$ cat src/rtl/vm_change_dispenser_pkg.sv
// Shared types and constants for the change dispenser: coin values, FSM states, error codes.
package vm_change_dispenser_pkg;

  // Default coin values, largest first
  localparam int unsigned DefDenom0 = 100;
  localparam int unsigned DefDenom1 = 25;
  localparam int unsigned DefDenom2 = 10;
  localparam int unsigned DefDenom3 = 5;

  typedef enum logic [2:0] {
    StIdle,
    StSelect,
    StReq,
    StWaitRel,
    StDone,
    StErr
  } vm_state_e;

  localparam logic [1:0] ErrNone     = 2'b00;
  localparam logic [1:0] ErrNoChange = 2'b01;
  localparam logic [1:0] ErrTimeout  = 2'b10;

  function automatic logic [3:0] hop_onehot(input logic [1:0] idx);
    return 4'b0001 << idx;
  endfunction

endpackage

$ cat src/rtl/vm_hopper_stock.sv
// Per-hopper coin stock: saturating counter with refill (+REFILL_QTY) and take (-1).
module vm_hopper_stock #(
  parameter int unsigned STK_W      = 8,
  parameter int unsigned INIT_STOCK = 20,
  parameter int unsigned REFILL_QTY = 50
) (
  input  logic             clk,
  input  logic             rst,
  input  logic             refill,
  input  logic             take,
  output logic [STK_W-1:0] count,
  output logic             empty
);

  localparam logic [STK_W:0] CntMax = {1'b0, {STK_W{1'b1}}};

  logic [STK_W-1:0] count_q, count_d;
  logic [STK_W:0]   sum;

  // Net change computed one bit wider so the refill saturation is visible
  always_comb begin
    sum = {1'b0, count_q};
    if (refill) sum = sum + (STK_W+1)'(REFILL_QTY);
    if (take && (sum != '0)) sum = sum - (STK_W+1)'(1);
    count_d = (sum > CntMax) ? {STK_W{1'b1}} : sum[STK_W-1:0];
  end

  // Stock register, reloaded with the initial fill on reset
  always_ff @(posedge clk) begin
    if (rst) count_q <= STK_W'(INIT_STOCK);
    else     count_q <= count_d;
  end

  assign count = count_q;
  assign empty = (count_q == '0);

endmodule

$ cat src/rtl/vm_change_dispenser.sv
// Change dispenser: greedy coin split, one req/ack handshake per coin, per-hopper stock.
module vm_change_dispenser
  import vm_change_dispenser_pkg::*;
#(
  parameter int unsigned AMT_W       = 10,
  parameter int unsigned DENOM_0     = DefDenom0,
  parameter int unsigned DENOM_1     = DefDenom1,
  parameter int unsigned DENOM_2     = DefDenom2,
  parameter int unsigned DENOM_3     = DefDenom3,
  parameter int unsigned STK_W       = 8,
  parameter int unsigned INIT_STOCK  = 20,
  parameter int unsigned REFILL_QTY  = 50,
  parameter int unsigned TIMEOUT_CYC = 1000
) (
  input  logic             i_clk,
  input  logic             i_rst,
  input  logic             i_start,
  input  logic [AMT_W-1:0] i_change,
  output logic             o_busy,
  output logic             o_done,
  output logic             o_err,
  output logic [1:0]       o_err_code,
  output logic [AMT_W-1:0] o_remaining,
  output logic [3:0]       o_hop_req,
  input  logic [3:0]       i_hop_ack,
  input  logic [3:0]       i_refill,
  output logic [3:0]       o_stock_empty
);

  localparam int unsigned TmrW = $clog2(TIMEOUT_CYC + 1);
  localparam logic [TmrW-1:0] TmrLast = TmrW'(TIMEOUT_CYC - 1);
  localparam logic [AMT_W-1:0] Denom [4] = '{AMT_W'(DENOM_0), AMT_W'(DENOM_1),
                                             AMT_W'(DENOM_2), AMT_W'(DENOM_3)};

  vm_state_e        state_q, state_d;
  logic [AMT_W-1:0] rem_q, rem_d;
  logic [1:0]       sel_q, sel_d;
  logic [TmrW-1:0]  tmr_q, tmr_d;
  logic [1:0]       err_code_q, err_code_d;
  logic             busy_q, busy_d;
  logic             done_q, done_d;
  logic             err_q, err_d;
  logic [3:0]       hop_req_q, hop_req_d;

  logic [STK_W-1:0] stock [4];
  logic [3:0]       take;
  logic             found;
  logic [1:0]       pick;

  for (genvar g = 0; g < 4; g++) begin : gen_hop
    vm_hopper_stock #(
      .STK_W      (STK_W),
      .INIT_STOCK (INIT_STOCK),
      .REFILL_QTY (REFILL_QTY)
    ) u_stock (
      .clk    (i_clk),
      .rst    (i_rst),
      .refill (i_refill[g]),
      .take   (take[g]),
      .count  (stock[g]),
      .empty  (o_stock_empty[g])
    );
  end

  // Greedy pick: largest coin that fits the remainder and is in stock
  always_comb begin
    found = 1'b0;
    pick  = 2'd0;
    for (int k = 0; k < 4; k++) begin
      if (!found && (Denom[k] <= rem_q) && (stock[k] != '0)) begin
        found = 1'b1;
        pick  = 2'(k);
      end
    end
  end

  // Next state, payout arithmetic and registered-output next values
  always_comb begin
    state_d    = state_q;
    rem_d      = rem_q;
    sel_d      = sel_q;
    tmr_d      = tmr_q;
    err_code_d = err_code_q;
    take       = '0;

    unique case (state_q)
      StIdle: begin
        if (i_start) begin
          rem_d      = i_change;
          err_code_d = ErrNone;
          state_d    = StSelect;
        end
      end
      StSelect: begin
        if (rem_q == '0) begin
          state_d = StDone;
        end else if (!found) begin
          err_code_d = ErrNoChange;
          state_d    = StErr;
        end else if (i_hop_ack == '0) begin
          // A lingering ack from any hopper holds us here before a new request
          sel_d   = pick;
          tmr_d   = '0;
          state_d = StReq;
        end
      end
      StReq: begin
        if (i_hop_ack[sel_q]) begin
          rem_d       = rem_q - Denom[sel_q];
          take[sel_q] = 1'b1;
          state_d     = StWaitRel;
        end else if (tmr_q == TmrLast) begin
          err_code_d = ErrTimeout;
          state_d    = StErr;
        end else begin
          tmr_d = tmr_q + TmrW'(1);
        end
      end
      StWaitRel: begin
        if (!i_hop_ack[sel_q]) state_d = StSelect;
      end
      StDone:  state_d = StIdle;
      StErr:   state_d = StIdle;
      default: state_d = StIdle;
    endcase

    hop_req_d = (state_d == StReq) ? hop_onehot(sel_d) : 4'b0000;
    // Done/err pulse the cycle after the DONE/ERR state; busy covers that pulse too
    done_d    = (state_q == StDone);
    err_d     = (state_q == StErr);
    busy_d    = (state_d != StIdle) || (state_q == StDone) || (state_q == StErr);
  end

  // State and output registers
  always_ff @(posedge i_clk) begin
    if (i_rst) begin
      state_q    <= StIdle;
      rem_q      <= '0;
      sel_q      <= 2'd0;
      tmr_q      <= '0;
      err_code_q <= ErrNone;
      busy_q     <= 1'b0;
      done_q     <= 1'b0;
      err_q      <= 1'b0;
      hop_req_q  <= 4'b0000;
    end else begin
      state_q    <= state_d;
      rem_q      <= rem_d;
      sel_q      <= sel_d;
      tmr_q      <= tmr_d;
      err_code_q <= err_code_d;
      busy_q     <= busy_d;
      done_q     <= done_d;
      err_q      <= err_d;
      hop_req_q  <= hop_req_d;
    end
  end

  assign o_busy      = busy_q;
  assign o_done      = done_q;
  assign o_err       = err_q;
  assign o_err_code  = err_code_q;
  assign o_remaining = rem_q;
  assign o_hop_req   = hop_req_q;

endmodule

$ cat config.mk
export PLATFORM = sky130hd
export DESIGN_NAME = vm_change_dispenser
export DESIGN_NICKNAME = d
export VERILOG_FILES = /design/src/rtl/vm_change_dispenser_pkg.sv /design/src/rtl/vm_hopper_stock.sv /design/src/rtl/vm_change_dispenser.sv
export SDC_FILE = /design/constraint.sdc
export NUM_CORES = 1
export LEC_CHECK = 0
export BUFFER_PORTS_ARGS = -buffer_cell sky130_fd_sc_hd__buf_4
export CORE_MARGIN = 4
export CORE_UTILIZATION = 46
export CTS_CLUSTER_DIAMETER = 50
export DETAILED_ROUTE_END_ITERATION = 16
export PLACE_DENSITY = 0.69
export SETUP_SLACK_MARGIN = 0.1
export SYNTH_ARGS = -nofsm -noshare
export SYNTH_HDL_FRONTEND = slang
export SYNTH_SLANG_ARGS = --single-unit
export TNS_END_PERCENT = 1
$ cat constraint.sdc
create_clock -name i_clk -period 3.46 [get_ports i_clk]
set_input_delay 0.346 -clock i_clk [delete_from_list [all_inputs] [get_ports i_clk]]
set_output_delay 0.346 -clock i_clk [all_outputs]
set_load 0.005 [all_outputs]
==> results.sh <==
export IMPL_status="complete, no violations"
export IMPL_layout_common_cells="dfxtp_1, nor2_1, nand2_1"
export IMPL_cts_tree="done"
export IMPL_detail_route_antenna_nets=0
export IMPL_io_pins=44
export IMPL_port_buffers=43
export IMPL_cp_buffers_inverters=2
export IMPL_insertion_delay_ns=0.35
export IMPL_antenna_found_initial=0
export IMPL_dpl_hpwl_mm=9.050
export IMPL_syn_area_sq_mm=0.004805
export IMPL_gp_congestion=0.8495
export IMPL_drc=0
export IMPL_async_flop_share_pct=0
export IMPL_clockBufferDepth=2
export IMPL_ys_flop_type="dfxtp_1"
export IMPL_n_antenna_cell=0
export IMPL_slew_viol_final=0
export IMPL_netlist_top_cells_area="dfxtp_1, ha_1, xor2_1, nor2_1, xnor2_1"
export IMPL_first_pass_iters=7
export IMPL_fmaxAchievable_ghz=0.3372
export IMPL_nets=676
export IMPL_post_route_min_period_ns=2.965
export IMPL_slowest_delay_ns=0.51
export IMPL_synth_ff_latch_count=66
export IMPL_cts_resized=0
export IMPL_peakVddDrop_mv=0.2525
export IMPL_vias=4565
export IMPL_r2r_end="o_remaining[9]$_SDFFE_PP0P_"
export IMPL_root_buffer="clkbuf_8"
export IMPL_end_kind="register"
export IMPL_synth_distinct_cells=76
export IMPL_layout_commonest_cell="dfxtp_1"
export IMPL_slowest_stage="or4_1"
export IMPL_synth_seq_area_share_pct=27.50
export IMPL_rows=37
export IMPL_tightest_slew_ns=0.7719
export IMPL_grt_pass1_wl_mm=20.30
export IMPL_finalClockSkew_ns=0.008553
export IMPL_netlist_instances=605
export IMPL_path_max_fanout=7
export IMPL_cts_sinks=66
export IMPL_grt_overflow=0
export IMPL_die_width_um=110.2
export IMPL_grt_pass1_vias=4328
export IMPL_synth_edff_count=0
export IMPL_yosysTopAreaCell="dfxtp_1"
export IMPL_final_cell_count_no_fill=773
export IMPL_path_cells="inv_1 -> ha_1 -> inv_1 -> ha_1 -> nor2b_1 -> o21ai_0 -> a21oi_1 -> o21a_1 -> o41a_1 -> or4_1 -> a41oi_1"
export IMPL_maxSlewHeadroom_pct=48.15
export IMPL_startpoint="sel_q[0]$_SDFF_PP0_"
export IMPL_worst_path_stages=11
export IMPL_reg2reg_depth=11
export IMPL_fp_dieH_um=110.2
export IMPL_tns_ns=0
export IMPL_vias_per_cell=5.906
export IMPL_hold_viol_final=0
export IMPL_setup_viol=0
export IMPL_drt_total_wl_mm=12.08
export IMPL_placed_area_sq_mm=0.005186
export IMPL_dp_cells=757
export IMPL_core_region_area_sq_mm=0.01023
export IMPL_postCtsHoldBufs=0
export IMPL_wl_per_cell_um=15.63
export IMPL_yosys_warnings=0
export IMPL_reg2reg_slack_ns=0.49
export IMPL_grt_usage_pct=20.82
export IMPL_criticalPathCategory="register to register"
export IMPL_die_area_sq_mm=0.01214
export IMPL_cts_htree_levels=3
export IMPL_syn_to_final_growth_pct=13.20
export IMPL_crit_path_end="o_remaining[9]$_SDFFE_PP0P_"
export IMPL_start_util_pct=46.96
export IMPL_synth_nets=649
export IMPL_cp_arrival_ns=3.23
export IMPL_power_density_mw_per_mm2=440.0
export IMPL_drtIter0Drc=321
export IMPL_yosysTopAreaCellShare_pct=27.50
export IMPL_critPathRequiredTime_ns=3.73
export IMPL_timing_rr_start="sel_q[0]$_SDFF_PP0_"
export IMPL_path_delay_family="compound AO/OA/AOI/OAI gates"
export IMPL_power_leakage_nw=2.140
export IMPL_synth_avg_cell_area_sq_um=7.942
export IMPL_cts_made_buffers=9
export IMPL_rsz0062_at_grt="false"
export IMPL_grt_max_degree=46
export IMPL_final_layout_size_suffix_gt1_share_pct=13.34
export IMPL_drv_cap=0
export IMPL_critPathLaunchType="register"
export IMPL_postCtsSetupBuffers=0
export IMPL_fin_area_sq_mm=0.005439
export IMPL_period_share_pct=85.70
export IMPL_clk_pin_slew_worst_paths_ns=0.07
export IMPL_hp_class="input pin to register"
## per-layer routing
layer  track usage, %  share of wire, %  up-vias
li1                 -                 -     2257
met5                0                 0        -
met4            5.629               1.5        0
met3            5.067               4.6       16
met1            24.92                43     2186
met2            37.13                50      106
## through the flow
stage	setup slack [ns]	total power, W	util, %	hold slack, ns
after floorplan	0.8614	0.001405	-	0.4461
after global placement	0.7246	0.001556	50.69	0.4791
after detailed placement	0.5428	0.001580	50.69	0.4850
after CTS	0.5381	0.002406	53.16	0.2550
after global routing	0.3070	0.002530	53.16	0.2603
final	0.4947	0.002393	53.16	0.2661
## kinds of logic after synthesis
logic type / after synthesis / synth area share (%)
AOI/OAI and AO/OA: 137 / 20.26
xor gates and xnor gates: 49 / 8.932
adders and majority gates: 23 / 6.146
buffers and inverters: 56 / 4.896
DFF: 66 / 27.50
muxes: 14 / 3.359
and+or+nand+nor: 260 / 28.91
## power by group
part           internal [W]  switching, W
combinational      0.000290      0.000362
clock              0.000519      0.000304
sequential         0.000820     0.0000978
## synthesized netlist by cell type (5+ instances only)
cell type,number
a31oi_1,8
nor4_1,6
a211oi_1,11
buf_4,5
o21a_1,5
nor3_1,18
nand2_1,49
nand2b_1,7
inv_1,25
xnor2_1,23
nand3b_1,7
a21oi_1,34
and3_1,12
o21ai_0,23
buf_2,5
dfxtp_1,66
a21o_1,5
clkbuf_1,19
xor2_1,26
ha_1,22
or2_2,6
nor2_1,59
nor2b_1,5
mux2i_1,9
and2_1,9
or3_1,9
nand4_1,13
a21boi_0,5
or4_1,6
nand3_1,30
## sequential cells by signal, indices dropped and copies added (netlist names)
register / flops
o_remaining: 10
o_hop_req: 4
gen_hop.u_stock.count: 32
o_busy: 1
state_q: 3
tmr_q: 10
o_done: 1
sel_q: 2
o_err_code: 2
o_err: 1
## worst reg2reg max path: cells and delay by family, from the launching register on
kind                       cells  cell delay, ns
adders and majority gates      2            0.48
AOI/OAI and AO/OA              5            1.09
and+or+nand+nor                2            0.63
DFF                            1            0.48
buffers and inverters          2            0.22
## worst min-delay path by stage
| stage | from | to | slack, ns | cells past startpoint |
|---|---|---|---|---|
| floorplan | gen_hop[2].u_stock.count[0]$_SDFF_PP0_ | gen_hop[2].u_stock.count[0]$_SDFF_PP0_ | 0.45 | 1 |
| global placement | gen_hop[2].u_stock.count[0]$_SDFF_PP0_ | gen_hop[2].u_stock.count[0]$_SDFF_PP0_ | 0.48 | 1 |
| detailed placement | gen_hop[2].u_stock.count[0]$_SDFF_PP0_ | gen_hop[2].u_stock.count[0]$_SDFF_PP0_ | 0.48 | 1 |
| CTS | i_change[6] | o_remaining[6]$_SDFFE_PP0P_ | 0.26 | 3 |
| global route | i_change[6] | o_remaining[6]$_SDFFE_PP0P_ | 0.26 | 3 |
| finish | i_change[6] | o_remaining[6]$_SDFFE_PP0P_ | 0.27 | 3 |
## layout make-up
class | count | area [sq um]
Inverter | 25 | 93.84
Tap cell | 136 | 170.2
Timing Repair Buffer | 47 | 352.8
Clock inverter | 4 | 97.59
Sequential cell | 66 | 1321
Multi-Input combinational cell | 483 | 3248
Clock buffer | 12 | 155.1
Fill cell | 947 | 4792
(Power assumes the default switching activity.)
